<file path="src/rtl/wishbone_master.sv">
// Single-outstanding Wishbone master: turns one host request into one bus cycle,
// with an optional ack timeout and a RELEASE state that waits out long slave acks.
`timescale 1ns/1ps
module wishbone_master #(
    parameter logic [15:0] TIMEOUT = 16'd1000
) (
    input  logic        clock,
    input  logic        reset,
    input  logic        req_valid,
    input  logic        req_we,
    input  logic [4:0]  req_adr,
    input  logic [63:0] req_data,
    output logic        req_ready,
    output logic        rsp_valid,
    output logic [63:0] rsp_data,
    output logic        rsp_err,
    output logic        strobe_o,
    output logic        we_o,
    output logic [4:0]  adr_o,
    output logic [63:0] wb_data_o,
    input  logic [63:0] wb_data_i,
    input  logic        ack_i
);

    typedef enum logic [1:0] {IDLE, BUS, RELEASE} state_t;

    state_t      state;
    logic [15:0] wait_cnt;
    logic        timeout_hit;

    // Fires during the TIMEOUT-th unacknowledged BUS cycle, so strobe_o is high exactly TIMEOUT cycles.
    assign timeout_hit = (TIMEOUT != 16'd0) && ((wait_cnt + 16'd1) == TIMEOUT);

    always_ff @(posedge clock) begin
        if (reset) begin
            state     <= IDLE;
            wait_cnt  <= 16'd0;
            req_ready <= 1'b1;
            rsp_valid <= 1'b0;
            rsp_data  <= 64'd0;
            rsp_err   <= 1'b0;
            strobe_o  <= 1'b0;
            we_o      <= 1'b0;
            adr_o     <= 5'd0;
            wb_data_o <= 64'd0;
        end else begin
            rsp_valid <= 1'b0;
            case (state)
                IDLE: begin
                    if (req_valid) begin
                        state     <= BUS;
                        wait_cnt  <= 16'd0;
                        req_ready <= 1'b0;
                        strobe_o  <= 1'b1;
                        we_o      <= req_we;
                        adr_o     <= req_adr;
                        wb_data_o <= req_we ? req_data : 64'd0;
                    end
                end
                BUS: begin
                    // Ack is tested first so it wins over a coincident timeout.
                    if (ack_i || timeout_hit) begin
                        state     <= RELEASE;
                        rsp_valid <= 1'b1;
                        rsp_err   <= !ack_i;
                        rsp_data  <= (ack_i && !we_o) ? wb_data_i : 64'd0;
                        strobe_o  <= 1'b0;
                        we_o      <= 1'b0;
                        adr_o     <= 5'd0;
                        wb_data_o <= 64'd0;
                    end else begin
                        wait_cnt <= wait_cnt + 16'd1;
                    end
                end
                RELEASE: begin
                    if (!ack_i) begin
                        state     <= IDLE;
                        req_ready <= 1'b1;
                    end
                end
                default: begin
                    state     <= IDLE;
                    req_ready <= 1'b1;
                    strobe_o  <= 1'b0;
                end
            endcase
        end
    end

endmodule
</file>
<file path="config.mk">
export PLATFORM = sky130hd
export DESIGN_NAME = wishbone_master
export DESIGN_NICKNAME = d
export VERILOG_FILES = /design/src/rtl/wishbone_master.sv
export SDC_FILE = /design/constraint.sdc
export NUM_CORES = 1
export LEC_CHECK = 0
export CORE_ASPECT_RATIO = 1.25
export CORE_MARGIN = 2
export CORE_UTILIZATION = 43
export DETAILED_ROUTE_END_ITERATION = 12
export PLACE_DENSITY = 0.95
export SYNTH_ARGS = -nofsm -noshare
export SYNTH_HDL_FRONTEND = slang
export SYNTH_SLANG_ARGS = --single-unit
</file>
<file path="constraint.sdc">
create_clock -name clock -period 4.1 [get_ports clock]
set_clock_uncertainty 0.15 [all_clocks]
set_input_delay 0.82 -clock clock [delete_from_list [all_inputs] [get_ports clock]]
set_output_delay 0.82 -clock clock [all_outputs]
set_load 0.02 [all_outputs]
</file>
==> reports/results.tsv, run 1 <==
metric	value	unit
final number of setup-violating endpoints	0	
data arrival time of the worst path	3680	ps
routability cong.	0.9343	
number of antenna diodes	0	
endpoint of the worst setup timing path	wb_data_o[10]$_SDFFE_PP0P_	
CTS clock-pin slew for the worst setup and hold paths	60	ps
Fin Hold WS	324.2	ps
startpoint of the worst-slack reg-to-reg timing path	wait_cnt[1]$_SDFFE_PP0P_	
sum of negative setup slack	0	ps
final worst-path cycle share	0.8499	
area of the core	0.01216	mm2
hpwl dp	12600	um
Commonest cells post-synth	sky130_fd_sc_hd__dfxtp_1 (156), sky130_fd_sc_hd__a22o_1 (134), sky130_fd_sc_hd__clkbuf_1 (17), sky130_fd_sc_hd__nand3_1 (17)	
Slew @ Worst Pin	845.7	ps
worst slew slack as a fraction of its limit	0.4341	
fraction of registers with async set or reset after synthesis	0	
GRT Overall Usage	0.2472	
maximum frequency from static timing analysis	287.0	MHz
initial cell density of the core	0.4426	
DP Cell Count	883	
number of global-route vias before repair	5236	
Yosys top cell area share	0.5802	
Max Fanout on Critical Path	69	
post-layout net count	878	
die area	0.01343	mm2
number of nets still failing antenna checks after routing	0	
minimum period implied by the final worst setup slack	3485	ps
antenna violations before repair	0	
clock latency on the worst-skew pair	420	ps
final wirelength	17310	um
first-pass GRT wire length	26410	um
synthesized cell area	0.005383	mm2
Horiz. Die Dim	104.1	um
Worst Path Required	4290	ps
CTS max path bufs	2	
largest cells by area after synthesis	sky130_fd_sc_hd__dfxtp_1 (58%), sky130_fd_sc_hd__a22o_1 (22%), sky130_fd_sc_hd__nand3_1 (1.6%)	
most frequent cell after synthesis	sky130_fd_sc_hd__dfxtp_1	
Remaining Overflow, GRT	0	
post-DR wirelength/cell	18.94	um
TritonCTS clock tree	built	
fraction of final layout cells with drive strength greater than 1	0.06400	
post-detailed-route via-to-cell ratio	5.595	
cell count after synthesis	477	
reported net switching power	0.8732	mW
number of placed I/O pins	276	
pin count of the biggest net entering global routing	70	
portion of the post-synthesis area used by sequential elements	0.5802	
# H-tree levels	4	
R2R depth	9	
residual DRC count	0	
switching part of the total power	0.2372	
Warnings, synthesis	0	
1st-pass router iterations	4	
Pins Over Slew Limit	0	
number of placement rows	45	
Comb power frac	0.124	
P_leak	3.297	nW
most frequently used flop master after synthesis	sky130_fd_sc_hd__dfxtp_1	
cell accounting for the most synthesized area	sky130_fd_sc_hd__dfxtp_1	
launching element of the worst setup path	wait_cnt[1]$_SDFFE_PP0P_	
overall via count from detail_route	5114	
number of sinks driven by the clock tree	156	
type of element launching the critical path	register	
post-synthesis net count	617	
number of fillers in the final layout	812	
clock share of power	0.438	
ratio of total power to cell area	417.4	mW/mm2
final hold violations	0	
post_cts resized	0	
Netlist cell types	47	
number of synthesized flops with an enable pin	0	
total power draw	3.681	mW
hold path startpoint	rsp_err$_SDFFE_PP0P_	
post-CTS setup buffer count	0	
number of buffers created by CTS	17	
worst reg-to-reg setup slack	620	ps
Power Internal	2.808	mW
vertical extent of the die	129.1	um
status	finished, final reports clean	
Post-CTS Hold Buffers	0	
unrepaired setup endpoints after global routing	false	
critical path capture point type	register	
root buf cell	sky130_fd_sc_hd__clkbuf_16	
reg-to-reg endpoint	wb_data_o[10]$_SDFFE_PP0P_	
I/O Buffers	275	
final cell count without fillers	914	
maximum ir drop on the vdd rail	0.2754	mV
worst min-delay path class	register to register	
Area Growth Syn to Fin	63.85	%
number of violations of the max-capacitance limit	0	
flops & latches, synth	156	
Synth Area per Inst	11.28	um2
share of total power in sequential cells	0.438	
Critical Setup Path Class	register to register	
count of routing violations after the opening detailed-route iteration	254	
placed cells by master, fill, tap and decap left out, types with 3 or more instances in the layout:
cell	instances
sky130_fd_sc_hd__a21oi_1	13
sky130_fd_sc_hd__a22o_1	134
sky130_fd_sc_hd__a31oi_1	5
sky130_fd_sc_hd__and2_1	3
sky130_fd_sc_hd__and4_1	4
sky130_fd_sc_hd__buf_4	4
sky130_fd_sc_hd__bufinv_16	3
sky130_fd_sc_hd__clkbuf_16	17
sky130_fd_sc_hd__clkdlybuf4s50_1	275
sky130_fd_sc_hd__clkinvlp_4	3
sky130_fd_sc_hd__dfxtp_1	156
sky130_fd_sc_hd__inv_1	12
sky130_fd_sc_hd__inv_6	4
sky130_fd_sc_hd__nand2_1	12
sky130_fd_sc_hd__nand2b_1	4
sky130_fd_sc_hd__nand3_1	17
sky130_fd_sc_hd__nand4_1	3
sky130_fd_sc_hd__nor2_1	9
sky130_fd_sc_hd__nor3_1	5
sky130_fd_sc_hd__nor4_1	8
sky130_fd_sc_hd__o211ai_1	3
sky130_fd_sc_hd__o21ai_0	14
sky130_fd_sc_hd__o22ai_1	3
worst max-delay path, stage by stage (launching register included):
cell and delay [ps]:
sky130_fd_sc_hd__dfxtp_1 530, sky130_fd_sc_hd__ha_1 340, sky130_fd_sc_hd__nand3_1 280, sky130_fd_sc_hd__nor3_2 370
sky130_fd_sc_hd__nor4_1 130, sky130_fd_sc_hd__o21ai_2 300, sky130_fd_sc_hd__o21bai_4 130, sky130_fd_sc_hd__a211oi_4 270
sky130_fd_sc_hd__buf_4 600, sky130_fd_sc_hd__a22o_1 260
worst min-delay path by stage:
stage                                 endpoint  slack [ps]  depth (start not counted)
finish                    rsp_err$_SDFFE_PP0P_         320                          1
CTS                   rsp_data[9]$_SDFFE_PP0P_         330                          1
global route        wb_data_o[36]$_SDFFE_PP0P_         340                          1
detailed placement  wb_data_o[28]$_SDFFE_PP0P_         310                          1
floorplan                strobe_o$_SDFFE_PP0P_         310                          1
global placement    wb_data_o[50]$_SDFFE_PP0P_         310                          1
registers in the layout, indices dropped and copies added (netlist names):
signal and count:
rsp_err 1, strobe_o 1, wb_data_o 64, we_o 1, req_ready 1, rsp_data 64, adr_o 5, state 2
wait_cnt 16, rsp_valid 1
stage by stage:
| step | instance area (um2) | worst slack (ps) | utilization |
|---|---|---|---|
| 2_1_floorplan | 5383 | 1484 | - |
| 3_3_place_gp | 8215 | 866.8 | 0.6755 |
| 3_5_place_dp | 8215 | 700.8 | 0.6755 |
| 4_1_cts | 8820 | 744.9 | 0.7252 |
| 5_1_grt | 8820 | 479.3 | 0.7252 |
| 6_report | 8820 | 615.3 | 0.7252 |
kinds of logic after synthesis:
family | Yosys count | synth area share
flops | 156 | 0.5802
fa+ha+maj | 2 | 0.004648
xor+xnor | 1 | 0.001627
mux | 1 | 0.001860
simple gates | 81 | 0.08763
buf+inv | 49 | 0.04044
compound gates | 187 | 0.2836
routing by layer:
layer,vias up,share of wire,track usage
li1,2350,-,-
met1,2423,0.36,0.2504
met2,283,0.53,0.4582
met3,58,0.076,0.08048
met4,0,0.040,0.1240
met5,-,0,0
cell type report:
| class | instances | area, um2 | share of cell area |
|---|---|---|---|
| Clock buffer | 19 | 442.9 | 0.05022 |
| Clock inverter | 12 | 161.4 | 0.01830 |
| Inverter | 12 | 45.04 | 0.005107 |
| Multi-Input combinational cell | 272 | 2059 | 0.2335 |
| Sequential cell | 156 | 3123 | 0.3541 |
| Tap cell | 164 | 205.2 | 0.02327 |
| Timing Repair Buffer | 279 | 2783 | 0.3155 |
power groups by stage:
stage	Combinational [mW]	Sequential [mW]	Clock, mW
after floorplan	0.114	1.71	0
after global placement	0.442	1.64	0
after detailed placement	0.458	1.64	0
after CTS	0.459	1.61	1.63
after global routing	0.482	1.62	1.70
final	0.458	1.61	1.61
Note: power is estimated with default switching activity, not from simulation.
==> run 2: changes to the inputs <==
- CORE_UTILIZATION: 43 -> 36
- PLACE_DENSITY: 0.95 -> 0.89
- clock period: 4.1 -> 2.9 ns (I/O delays scaled with it)
==> run 2 against run 1 <==
- global-route usage down 3.1 points
- maximum frequency increased by 27%
- first-iteration DRC count rose by 15%
- non-clock buffer count is 15 higher
- die area increased by 19%
- register-to-register slack worse by 460 ps
- sequential power rose by 42%
- sequential share of layout area shrank 0.68 points
- via count shrank 0.53%
- total power is 40% higher
- clock power up 37%
- critical path type unchanged
==> reports/results.tsv, run 2 (synthesis results as in run 1) <==
metric	value	unit
overall via count from detail_route	5087	
# H-tree levels	4	
post-detailed-route via-to-cell ratio	5.389	
standard cell with the maximum stage delay on the critical path	sky130_fd_sc_hd__dfxtp_1	
Regs by FF count	rsp_data x64, wb_data_o x64, wait_cnt x16	
unrepaired setup endpoints after global routing	false	
CTS max path bufs	2	
Area Growth Syn to Fin	67.06	%
reported net switching power	1.264	mW
number of buffers created by CTS	17	
routability cong.	0.8582	
most common cell after layout, fill and taps aside	sky130_fd_sc_hd__clkdlybuf4s50_1	
leading cell types in the layout, fill and taps excluded	sky130_fd_sc_hd__clkdlybuf4s50_1 (275), sky130_fd_sc_hd__dfxtp_1 (156), sky130_fd_sc_hd__a22o_1 (134), sky130_fd_sc_hd__clkbuf_16 (18)	
post-layout net count	893	
chain of cells forming the critical path	nand4_4 > nor4_1 > o21a_1 > o2111ai_2 > o21bai_4 > a211oi_4 > clkbuf_16 > a22o_1	
Max Fanout on Critical Path	35	
final hold violations	0	
post-DR wirelength/cell	18.70	um
critical path capture point type	register	
number of nets still failing antenna checks after routing	0	
Post-CTS Hold Buffers	0	
number of sinks driven by the clock tree	156	
count of routing violations after the opening detailed-route iteration	293	
maximum ir drop on the vdd rail	0.4988	mV
worst slew slack as a fraction of its limit	0.1754	
residual DRC count	0	
number of placement rows	49	
I/O Buffers	275	
initial cell density of the core	0.3704	
buffers plus inverters on the worst setup path	1	
antenna violations before repair	0	
number of antenna diodes	0	
data arrival time of the worst path	2890	ps
final wirelength	17660	um
Comb power frac	0.132	
1st-pass router iterations	5	
TritonCTS clock tree	built	
Power Internal	3.894	mW
final worst-path cycle share	0.9451	
die area	0.01595	mm2
Slew @ Worst Pin	1237	ps
P_leak	3.401	nW
startpoint of the worst-slack reg-to-reg timing path	wait_cnt[2]$_SDFFE_PP0P_	
number of global-route vias before repair	5176	
share of total power in sequential cells	0.442	
ratio of total power to cell area	573.6	mW/mm2
fraction of final layout cells with drive strength greater than 1	0.08616	
Remaining Overflow, GRT	0	
status	finished, final reports clean	
root buf cell	sky130_fd_sc_hd__clkbuf_16	
maximum frequency from static timing analysis	364.9	MHz
GRT Overall Usage	0.2164	
vertical extent of the die	140.7	um
final cell count without fillers	944	
area of the core	0.01453	mm2
Worst Path Required	3040	ps
type of element launching the critical path	register	
pin count of the biggest net entering global routing	70	
minimum period implied by the final worst setup slack	2741	ps
largest delay contributor family on the critical path	compound AO/OA/AOI/OAI gates	
Horiz. Die Dim	113.4	um
number of violations of the max-capacitance limit	0	
switching part of the total power	0.2450	
worst min-delay path class	register to register	
total power draw	5.158	mW
clock latency on the worst-skew pair	420	ps
CTS clock-pin slew for the worst setup and hold paths	60	ps
post-placement worst setup slack	18.26	ps
DP Cell Count	910	
slowest stage delay, CP	540	ps
hold path startpoint	rsp_data[16]$_SDFFE_PP0P_	
final number of setup-violating endpoints	0	
clock share of power	0.426	
launching element of the worst setup path	wait_cnt[2]$_SDFFE_PP0P_	
first-pass GRT wire length	27390	um
final critical-path setup slack	159.2	ps
sum of negative setup slack	0	ps
hpwl dp	12600	um
Critical Setup Path Class	register to register	
number of placed I/O pins	276	
Pins Over Slew Limit	0	
[run 2: worst paths after layout]
path | depth (start not counted) | endpoint | slack, ps
min reg2reg | 1 | rsp_data[16]$_SDFFE_PP0P_ | 330
max | 8 | wb_data_o[58]$_SDFFE_PP0P_ | 160
min | 1 | rsp_data[16]$_SDFFE_PP0P_ | 330
max reg2reg | 8 | wb_data_o[58]$_SDFFE_PP0P_ | 160
[run 2: power groups by stage]
| stage | clock network, mW | logic, mW | registers (mW) |
|---|---|---|---|
| final | 2.20 | 0.682 | 2.28 |
| after global routing | 2.33 | 0.720 | 2.29 |
| after global placement | 0 | 0.658 | 2.32 |
| after floorplan | 0 | 0.162 | 2.41 |
| after detailed placement | 0 | 0.671 | 2.32 |
| after CTS | 2.25 | 0.675 | 2.28 |
[run 2: repair_timing]
item | in CTS | in global routing
gates cloned | 0 | 1
pin swaps | 1 | 1
setup endpoints to repair | 3 | 118
resized for setup | 0 | 5
setup buffers | 0 | 1
[run 2: through the flow]
step | hold WS (ps) | cell area (um2) | util
3_5_place_dp | 313.3 | 8356 | 0.5750
4_1_cts | 332.2 | 8949 | 0.6159
3_3_place_gp | 311.2 | 8356 | 0.5750
6_report | 330.5 | 8992 | 0.6189
5_1_grt | 340.0 | 8992 | 0.6189
2_1_floorplan | 311.1 | 5383 | -
[run 2: final cells by class]
class,instances,area (um2)
fillers,1072,5538
flip-flops and latches,156,3123
repair buffers,294,2933
multi-input cells,272,2076
clock buffers,18,429.2
well taps,178,222.7
clock inverters,14,163.9
inverters,12,45.04
[run 2: per-layer routing]
metal	share of wire	wire length (um)	GRT usage	up-vias
met5	0	0	0	-
met4	0.036	631	0.08922	0
met3	0.063	1117	0.06148	47
met2	0.53	9400	0.3826	241
met1	0.37	6506	0.2433	2428
li1	-	-	-	2371
